## src/rtl/dmem_arbiter_if.sv

```systemverilog
// dmem_arbiter_if: requester-side and memory-side signals of the data-memory arbiter
//   req/we/addr/wdata{0,1}   : requester commands (port 0 = MEM stage, port 1 = debug/loader)
//   gnt/done/rdata/err{0,1}  : grant and response back to each requester
//   stall                    : pipeline stall (req0 & ~gnt0)
//   mem_read/mem_write/address/write_data/read_data : single-port data memory
interface dmem_arbiter_if #(
    parameter int DATA_W = 32
);
    logic              req0, we0, gnt0, done0, err0;
    logic [31:0]       addr0;
    logic [DATA_W-1:0] wdata0, rdata0;
    logic              req1, we1, gnt1, done1, err1;
    logic [31:0]       addr1;
    logic [DATA_W-1:0] wdata1, rdata1;
    logic              stall, mem_read, mem_write;
    logic [31:0]       address;
    logic [DATA_W-1:0] write_data, read_data;

    modport slave (
        input  req0, we0, addr0, wdata0, req1, we1, addr1, wdata1, read_data,
        output gnt0, done0, err0, rdata0, gnt1, done1, err1, rdata1,
        output stall, mem_read, mem_write, address, write_data
    );

    modport master (
        output req0, we0, addr0, wdata0, req1, we1, addr1, wdata1, read_data,
        input  gnt0, done0, err0, rdata0, gnt1, done1, err1, rdata1,
        input  stall, mem_read, mem_write, address, write_data
    );
endinterface

```

## src/rtl/dmem_arbiter.sv

```systemverilog
// dmem_arbiter: round-robin two-port arbiter and sequencer for a single-port data memory
//   clk   : system clock, rising edge
//   rst_n : asynchronous active-low reset
//   bus   : dmem_arbiter_if.slave carrying both requester ports and the memory strobes
// Each access takes IDLE/RESP (grant) -> ACCESS (strobes) -> RESP (done), so a new
// grant can overlap the RESP cycle and throughput is one access per two cycles.
module dmem_arbiter #(
    parameter int MEM_DEPTH = 256,
    parameter int DATA_W    = 32
) (
    input logic            clk,
    input logic            rst_n,
    dmem_arbiter_if.slave  bus
);
    typedef enum logic [1:0] {IDLE, ACCESS, RESP} state_t;

    state_t            state, state_nxt;
    logic              take, win, in_range;
    logic              owner, last_owner, lat_we, err_q;
    logic [31:0]       lat_addr;
    logic [DATA_W-1:0] lat_wdata, rsp_data;

    always_ff @(posedge clk or negedge rst_n)
        if (!rst_n) state <= IDLE;
        else        state <= state_nxt;

    always_comb begin
        // rst_n gating keeps grants low while reset is held even with requests pending
        take      = rst_n && (state != ACCESS) && (bus.req0 || bus.req1);
        // on contention the port that did not win last time goes next
        win       = (bus.req0 && bus.req1) ? ~last_owner : bus.req1;
        in_range  = lat_addr < 32'(MEM_DEPTH);
        state_nxt = take ? ACCESS : (state == ACCESS) ? RESP : IDLE;
        bus.gnt0  = take && !win;
        bus.gnt1  = take && win;
        bus.stall = bus.req0 && !bus.gnt0;
        bus.mem_read   = (state == ACCESS) && in_range && !lat_we;
        bus.mem_write  = (state == ACCESS) && in_range && lat_we;
        bus.address    = (state == ACCESS) ? lat_addr : '0;
        bus.write_data = (state == ACCESS) ? lat_wdata : '0;
        bus.done0  = (state == RESP) && !owner;
        bus.done1  = (state == RESP) && owner;
        bus.rdata0 = bus.done0 ? rsp_data : '0;
        bus.rdata1 = bus.done1 ? rsp_data : '0;
        bus.err0   = bus.done0 && err_q;
        bus.err1   = bus.done1 && err_q;
    end

    always_ff @(posedge clk or negedge rst_n)
        if (!rst_n) begin
            owner      <= 1'b0;
            last_owner <= 1'b1;
            lat_we     <= 1'b0;
            lat_addr   <= '0;
            lat_wdata  <= '0;
            err_q      <= 1'b0;
            rsp_data   <= '0;
        end else begin
            if (take) begin
                owner      <= win;
                last_owner <= win;
                lat_we     <= win ? bus.we1    : bus.we0;
                lat_addr   <= win ? bus.addr1  : bus.addr0;
                lat_wdata  <= win ? bus.wdata1 : bus.wdata0;
            end
            if (state == ACCESS) begin
                rsp_data <= (in_range && !lat_we) ? bus.read_data : '0;
                err_q    <= !in_range;
            end
        end
endmodule

```

## src/flat_wrapper.sv

```systemverilog
// flat-port wrapper written by rule: the top's interface ports become plain ports
module dmem_arbiter_flat 
#(
    parameter int MEM_DEPTH = 256,
    parameter int DATA_W    = 32
)
  (clk, rst_n, bus_req0, bus_we0, bus_addr0, bus_wdata0, bus_req1, bus_we1, bus_addr1, bus_wdata1, bus_read_data, bus_gnt0, bus_done0, bus_err0, bus_rdata0, bus_gnt1, bus_done1, bus_err1, bus_rdata1, bus_stall, bus_mem_read, bus_mem_write, bus_address, bus_write_data);
  dmem_arbiter_if #(.DATA_W(DATA_W)) bus_i ();
  input logic clk;
  input logic rst_n;
  input wire logic [$bits(bus_i.req0)-1:0] bus_req0;
  input wire logic [$bits(bus_i.we0)-1:0] bus_we0;
  input wire logic [$bits(bus_i.addr0)-1:0] bus_addr0;
  input wire logic [$bits(bus_i.wdata0)-1:0] bus_wdata0;
  input wire logic [$bits(bus_i.req1)-1:0] bus_req1;
  input wire logic [$bits(bus_i.we1)-1:0] bus_we1;
  input wire logic [$bits(bus_i.addr1)-1:0] bus_addr1;
  input wire logic [$bits(bus_i.wdata1)-1:0] bus_wdata1;
  input wire logic [$bits(bus_i.read_data)-1:0] bus_read_data;
  output wire logic [$bits(bus_i.gnt0)-1:0] bus_gnt0;
  output wire logic [$bits(bus_i.done0)-1:0] bus_done0;
  output wire logic [$bits(bus_i.err0)-1:0] bus_err0;
  output wire logic [$bits(bus_i.rdata0)-1:0] bus_rdata0;
  output wire logic [$bits(bus_i.gnt1)-1:0] bus_gnt1;
  output wire logic [$bits(bus_i.done1)-1:0] bus_done1;
  output wire logic [$bits(bus_i.err1)-1:0] bus_err1;
  output wire logic [$bits(bus_i.rdata1)-1:0] bus_rdata1;
  output wire logic [$bits(bus_i.stall)-1:0] bus_stall;
  output wire logic [$bits(bus_i.mem_read)-1:0] bus_mem_read;
  output wire logic [$bits(bus_i.mem_write)-1:0] bus_mem_write;
  output wire logic [$bits(bus_i.address)-1:0] bus_address;
  output wire logic [$bits(bus_i.write_data)-1:0] bus_write_data;
  assign bus_i.req0 = bus_req0;
  assign bus_i.we0 = bus_we0;
  assign bus_i.addr0 = bus_addr0;
  assign bus_i.wdata0 = bus_wdata0;
  assign bus_i.req1 = bus_req1;
  assign bus_i.we1 = bus_we1;
  assign bus_i.addr1 = bus_addr1;
  assign bus_i.wdata1 = bus_wdata1;
  assign bus_i.read_data = bus_read_data;
  assign bus_gnt0 = bus_i.gnt0;
  assign bus_done0 = bus_i.done0;
  assign bus_err0 = bus_i.err0;
  assign bus_rdata0 = bus_i.rdata0;
  assign bus_gnt1 = bus_i.gnt1;
  assign bus_done1 = bus_i.done1;
  assign bus_err1 = bus_i.err1;
  assign bus_rdata1 = bus_i.rdata1;
  assign bus_stall = bus_i.stall;
  assign bus_mem_read = bus_i.mem_read;
  assign bus_mem_write = bus_i.mem_write;
  assign bus_address = bus_i.address;
  assign bus_write_data = bus_i.write_data;
  dmem_arbiter #(.MEM_DEPTH(MEM_DEPTH), .DATA_W(DATA_W)) u_core (.clk(clk), .rst_n(rst_n), .bus(bus_i));
endmodule
```

## config.mk

```make
export PLATFORM = sky130hd
export DESIGN_NAME = dmem_arbiter_flat
export DESIGN_NICKNAME = d
export VERILOG_FILES = /design/src/rtl/dmem_arbiter_if.sv /design/src/rtl/dmem_arbiter.sv /design/src/flat_wrapper.sv
export SDC_FILE = /design/constraint.sdc
export NUM_CORES = 1
export LEC_CHECK = 0
export ABC_AREA = 0
export BUFFER_PORTS_ARGS = -buffer_cell sky130_fd_sc_hd__clkbuf_2
export CORE_MARGIN = 4
export CORE_UTILIZATION = 34
export DETAILED_ROUTE_END_ITERATION = 6
export RECOVER_POWER = 100
export SLEW_MARGIN = 40
export SYNTH_ARGS = -nofsm -noshare
export SYNTH_HDL_FRONTEND = slang
export SYNTH_SLANG_ARGS = --single-unit
```

## constraint.sdc

```tcl
create_clock -name clk -period 2.1 [get_ports clk]
set_clock_uncertainty 0.2 [all_clocks]
set_input_delay 0 -clock clk [delete_from_list [all_inputs] [get_ports clk]]
set_output_delay 0 -clock clk [all_outputs]
set_load 0.02 [all_outputs]
```

After elaboration in Yosys (flattened, before gate mapping)
Cells that the tools add are included.
Storage, ports and cells
  output and inout bits: 137
  bits in registers: 102
  logic and storage cells: 44
Operators by class
  order comparisons: 1
  equal/unequal tests: 3
  reductions and logical operators: 20
  mux-type cells: 11
  bitwise operators: 1
Operator list (count)
  $mux W32: 7
  $lt A32 B9 Y1 const B: 1
  $logic_and A1 B1 Y1: 14
  $logic_not A1 Y1: 5
  $mux W2: 2
  $eq A2 B1 Y1 const B: 1
  $eq A2 B2 Y1 const B: 1
  $mux W1: 2
  $ne A2 B1 Y1 const B: 1
  $logic_or A1 B1 Y1: 1
  $not A1 Y1: 1

Logic depth before layout (Yosys ltp)
  word-level depth: 6
  gate-level depth with buffers: 7
  depth with buffers taken out: 4

Worst setup path before layout
Ideal clock, no wire load.
  path kind: reg-to-output
  start point: register u_core.lat_addr[23]
  end point: output port bus_mem_read
  cell stages (with the launch flop): 4
  required time: 1.900 ns
  setup slack: 0.226 ns
  arrival: 1.674 ns
  path buffers: 0
  path through: dfrtp_1 > nor4_2 > nand4_4 > nor4_1
Between the ends
  longest elaborated chain between the ends: 3
Ends and longest elaborated chain
  start: declaration: RTL line dmem_arbiter.sv:20  | logic [31:0] lat_addr;
  start signal: assignment: RTL line dmem_arbiter.sv:63  | lat_addr <= win ? bus.addr1 : bus.addr0;
  $lt A32 B9 Y1: RTL line dmem_arbiter.sv:32  | in_range = lat_addr < 32'(MEM_DEPTH);
  $logic_and A1 B1 Y1 (2 in series): RTL line dmem_arbiter.sv:37  | bus.mem_read = (state == ACCESS) && in_range && !lat_we;
  end: declaration: RTL line flat_wrapper.sv:29  | output wire logic [$bits(bus_i.mem_read)-1:0] bus_mem_read;
No other way between the ends.

Final worst setup path
  start point: input port rst_n
  end point: output port bus_gnt1
Between the ends
  longest elaborated chain between the ends: 3
Ends and longest elaborated chain
  start: declaration: RTL line flat_wrapper.sv:10  | input logic rst_n;
  $logic_and A1 B1 Y1 (2 in series): RTL line dmem_arbiter.sv:29  | take = rst_n && (state != ACCESS) && (bus.req0 || bus.req1);
  $logic_and A1 B1 Y1: RTL line dmem_arbiter.sv:35  | bus.gnt1 = take && win;
  end: declaration: RTL line flat_wrapper.sv:24  | output wire logic [$bits(bus_i.gnt1)-1:0] bus_gnt1;
No other way between the ends.

==> flow_results.xml <==
<?xml version="1.0" encoding="UTF-8"?>
<metrics>
  <group name="min_path">
    <metric name="type_of_the_tightest_min_delay_check" unit="">input port to flop</metric>
  </group>
  <group name="finish">
    <metric name="syn_to_final_growth" unit="%">59.7</metric>
    <metric name="mostFrequentLayoutCell" unit="">sky130_fd_sc_hd__clkbuf_2</metric>
    <metric name="final_cell_mix" unit="">sky130_fd_sc_hd__clkbuf_2, sky130_fd_sc_hd__dlygate4sd3_1, sky130_fd_sc_hd__dfrtp_1</metric>
    <metric name="antenna_cells" unit="">0</metric>
    <metric name="finish.cell_count_without_fillers" unit="">1211</metric>
    <metric name="layout-drive-gt1-share" unit="%">41.1</metric>
    <metric name="design.final.nets" unit="">1147</metric>
    <metric name="post-route-cell-area" unit="mm2">0.00964</metric>
  </group>
  <group name="sta">
    <metric name="layout_min_cycle_time" unit="ps">2020</metric>
    <metric name="maxClockFrequency" unit="MHz">494</metric>
    <metric name="timing_worst_slew_pin_value" unit="ps">1420</metric>
    <metric name="final_critical_path_setup_slack" unit="ps">75.6</metric>
    <metric name="fin_tns_setup" unit="ps">0</metric>
    <metric name="post-route-period-util" unit="%">96.4</metric>
    <metric name="setup_violations" unit="">0</metric>
    <metric name="final_max_slew_viol_count" unit="">0</metric>
    <metric name="hold_violations" unit="">0</metric>
    <metric name="rsz0062_at_grt" unit="">false</metric>
    <metric name="maxSlewHeadroom" unit="%">5.48</metric>
  </group>
  <group name="global_routing">
    <metric name="grt_pass1_wl" unit="mm">32.3</metric>
    <metric name="global_route.usage.met1" unit="%">24.5</metric>
    <metric name="grt-busiest-layer" unit="">met2</metric>
    <metric name="grtUsageTotal" unit="%">20.4</metric>
    <metric name="grtUsageMet3" unit="%">6.74</metric>
    <metric name="global_route.overflow_total" unit="">0</metric>
    <metric name="number_of_global_route_vias_before_repair" unit="">6082</metric>
    <metric name="grt_max_degree" unit="">103</metric>
    <metric name="number_of_antenna_violations_at_the_first_check_in_global_routing" unit="">0</metric>
    <metric name="groute.layer.met2.usage" unit="%">33.1</metric>
  </group>
  <group name="synthesis">
    <metric name="yosys.area_share.xor_xnor" unit="%">0</metric>
    <metric name="mux_share_of_post_synthesis_cell_area" unit="%">25.3</metric>
    <metric name="synth_top_area_share" unit="%">41.9</metric>
    <metric name="synth_cell_types" unit="">33</metric>
    <metric name="synth_compound_area_share" unit="%">7.11</metric>
    <metric name="synth-seq-area-share" unit="%">42.3</metric>
    <metric name="synth_area_leader_cell" unit="">sky130_fd_sc_hd__dfrtp_1</metric>
    <metric name="async_flop_share" unit="%">100</metric>
    <metric name="synth_top_cells_by_area" unit="">sky130_fd_sc_hd__dfrtp_1, sky130_fd_sc_hd__mux2_2, sky130_fd_sc_hd__and2_1</metric>
    <metric name="synth-adder-area-share" unit="%">0</metric>
    <metric name="synth_top_flop_cell" unit="">sky130_fd_sc_hd__dfrtp_1</metric>
    <metric name="synth_cells" unit="">527</metric>
    <metric name="synth_simple_gate_area_share" unit="%">20.8</metric>
    <metric name="post_synth_instance_area" unit="mm2">0.00604</metric>
    <metric name="synth_nets" unit="">693</metric>
    <metric name="synth.avg_cell_area" unit="um2">11.5</metric>
    <metric name="synth_seq_cells" unit="">102</metric>
    <metric name="synth-edff-count" unit="">0</metric>
    <metric name="yosys_warnings" unit="">0</metric>
    <metric name="largest_family_of_logic_cells_by_synthesized_area" unit="">multiplexers</metric>
  </group>
  <group name="route">
    <metric name="detailedRoute.firstIterationViolations" unit="">129</metric>
    <metric name="detail_route.drc_violations" unit="">0</metric>
    <metric name="viasPerCell" unit="">4.69</metric>
    <metric name="drtAntennaViolNets" unit="">0</metric>
    <metric name="drt_pre_antenna_iters" unit="">4</metric>
    <metric name="route.vias.total" unit="">5684</metric>
    <metric name="routed_wire_length_per_instance" unit="um">17.1</metric>
    <metric name="routed_wl" unit="mm">20.7</metric>
  </group>
  <group name="place">
    <metric name="place.gp.congestion" unit="">0.742</metric>
    <metric name="placed_area" unit="mm2">0.00781</metric>
    <metric name="place.port_buffers" unit="">302</metric>
    <metric name="dp_worst_setup_slack" unit="ps">152</metric>
    <metric name="hpwl" unit="mm">12.7</metric>
    <metric name="placed_cells_incl_taps" unit="">1028</metric>
  </group>
  <group name="clock_network">
    <metric name="numClockSinks" unit="">102</metric>
    <metric name="clock_path_buffers" unit="">2</metric>
    <metric name="numCtsBuffers" unit="">9</metric>
    <metric name="cts-htree-levels" unit="">3</metric>
    <metric name="cts_tree" unit="">yes</metric>
    <metric name="cts-root-buf" unit="">sky130_fd_sc_hd__clkbuf_16</metric>
    <metric name="clkLatencyLatePin" unit="ps">350</metric>
    <metric name="clk_pin_slew" unit="ps">70</metric>
  </group>
  <group name="worst_setup_path">
    <metric name="worst_ep_arrival_time" unit="ps">1820</metric>
    <metric name="worst-path-max-fanout" unit="">3</metric>
    <metric name="crit_start_category" unit="">input port</metric>
    <metric name="critical_path_class" unit="">input port to primary output</metric>
    <metric name="critPathCaptureType" unit="">primary output</metric>
    <metric name="worstPathRequired" unit="ps">1900</metric>
  </group>
  <group name="die">
    <metric name="fp.dieH" unit="um">141</metric>
    <metric name="io_pins" unit="">303</metric>
    <metric name="floorplan.initialDensity" unit="%">34.8</metric>
    <metric name="core" unit="mm2">0.0174</metric>
    <metric name="design.die.area" unit="mm2">0.0200</metric>
    <metric name="site_row_count" unit="">48</metric>
    <metric name="die_w" unit="um">141</metric>
  </group>
  <group name="power">
    <metric name="leakage_power" unit="uW">0.00440</metric>
    <metric name="power_per_cell_area" unit="mW/mm2">640</metric>
    <metric name="vdd_drop_max" unit="mV">0.500</metric>
  </group>
  <group name="status">
    <metric name="status" unit="">completed</metric>
  </group>
  <group name="flow_run">
    <metric name="drv_cap" unit="">0</metric>
  </group>
</metrics>
-- flip-flops by register name, indices dropped and copies added, names as in the netlist --
signal / count
u_core.last_owner: 1
u_core.lat_we: 1
u_core.owner: 1
u_core.lat_addr: 32
u_core.err_q: 1
u_core.rsp_data: 32
u_core.lat_wdata: 32
u_core.state: 2
-- critical path, stage by stage --
cell,delay [ps]
sky130_fd_sc_hd__dlygate4sd3_1,550
sky130_fd_sc_hd__buf_4,140
sky130_fd_sc_hd__o21ai_1,70
sky130_fd_sc_hd__dlygate4sd3_1,590
sky130_fd_sc_hd__nor3b_4,240
sky130_fd_sc_hd__clkbuf_2,230
-- worst paths after layout --
| path | cells after the start | slack, ps | from | end |
|---|---|---|---|---|
| worst max register to register | 4 | 90 | u_core.last_owner | u_core.lat_addr[27] |
| min in group asynchronous | 3 | 540 | rst_n | u_core.lat_addr[18] |
| worst min register to register | 1 | 290 | u_core.lat_wdata[0] | u_core.lat_wdata[0] |
| max in group asynchronous | 3 | 300 | rst_n | u_core.lat_wdata[15] |
| worst min-delay path | 4 | 260 | bus_read_data[28] | u_core.rsp_data[28] |
| worst max-delay path | 6 | 80 | rst_n | bus_gnt1 |
-- synth_stat cells (2+ instances only) --
cell type / number
sky130_fd_sc_hd__mux2_4: 18
sky130_fd_sc_hd__mux2_2: 96
sky130_fd_sc_hd__nor4_2: 3
sky130_fd_sc_hd__and2_1: 130
sky130_fd_sc_hd__a21o_1: 2
sky130_fd_sc_hd__nand2_1: 33
sky130_fd_sc_hd__buf_2: 11
sky130_fd_sc_hd__clkbuf_1: 20
sky130_fd_sc_hd__o31ai_1: 4
sky130_fd_sc_hd__nand3_1: 32
sky130_fd_sc_hd__dfrtp_1: 101
sky130_fd_sc_hd__mux2i_1: 2
sky130_fd_sc_hd__o31ai_2: 28
sky130_fd_sc_hd__buf_6: 11
sky130_fd_sc_hd__inv_2: 2
sky130_fd_sc_hd__nor4_1: 4
sky130_fd_sc_hd__mux2_1: 14
-- repair_timing --
item,CTS,global route
setup endpoints to repair,2,5
gates resized for setup,2,6
hold endpoints to repair,201,0
buffers inserted,1,0
hold buffers,166,0
pin swaps,1,1
-- logic make-up (layout without fill, tap and decap cells) --
kind of cell           Yosys count  after routing
DFF                            102            102
buffers and inverters           46            505
and+or+nand+nor                211            211
muxes                          130            130
AOI/OAI and AO/OA               38             38
-- power by group --
part,total [uW],switching [uW],internal (uW)
sequential,2480,220,2260
clock,1990,782,1210
combinational,1700,807,892
-- final cells by class --
type / count / area [um2]
tap: 225 / 282
clock inverter: 6 / 116
fill: 1506 / 7710
clock buffer: 10 / 239
timing repair buffer: 486 / 3300
multi-input combinational: 379 / 3140
inverter: 3 / 11.3
sequential: 102 / 2550
-- routing by layer --
metal / share of wire (%) / routed length, um / up-vias
met2: 47 / 9770 / 249
met1: 40 / 8300 / 2648
met4: 4.1 / 849 / 0
met3: 8.5 / 1750 / 58
met5: 0 / 0 / -
li1: - / - / 2729
-- metrics by stage --
step	util (%)	power (uW)	hold WS, ps
after floorplan	-	3440	-496
after global placement	45.0	3990	-14.5
after detailed placement	45.0	4000	-9.76
after CTS	56.7	6270	193
after global routing	55.6	6500	263
final	55.6	6170	257
Power figures use the tool's default switching activity.
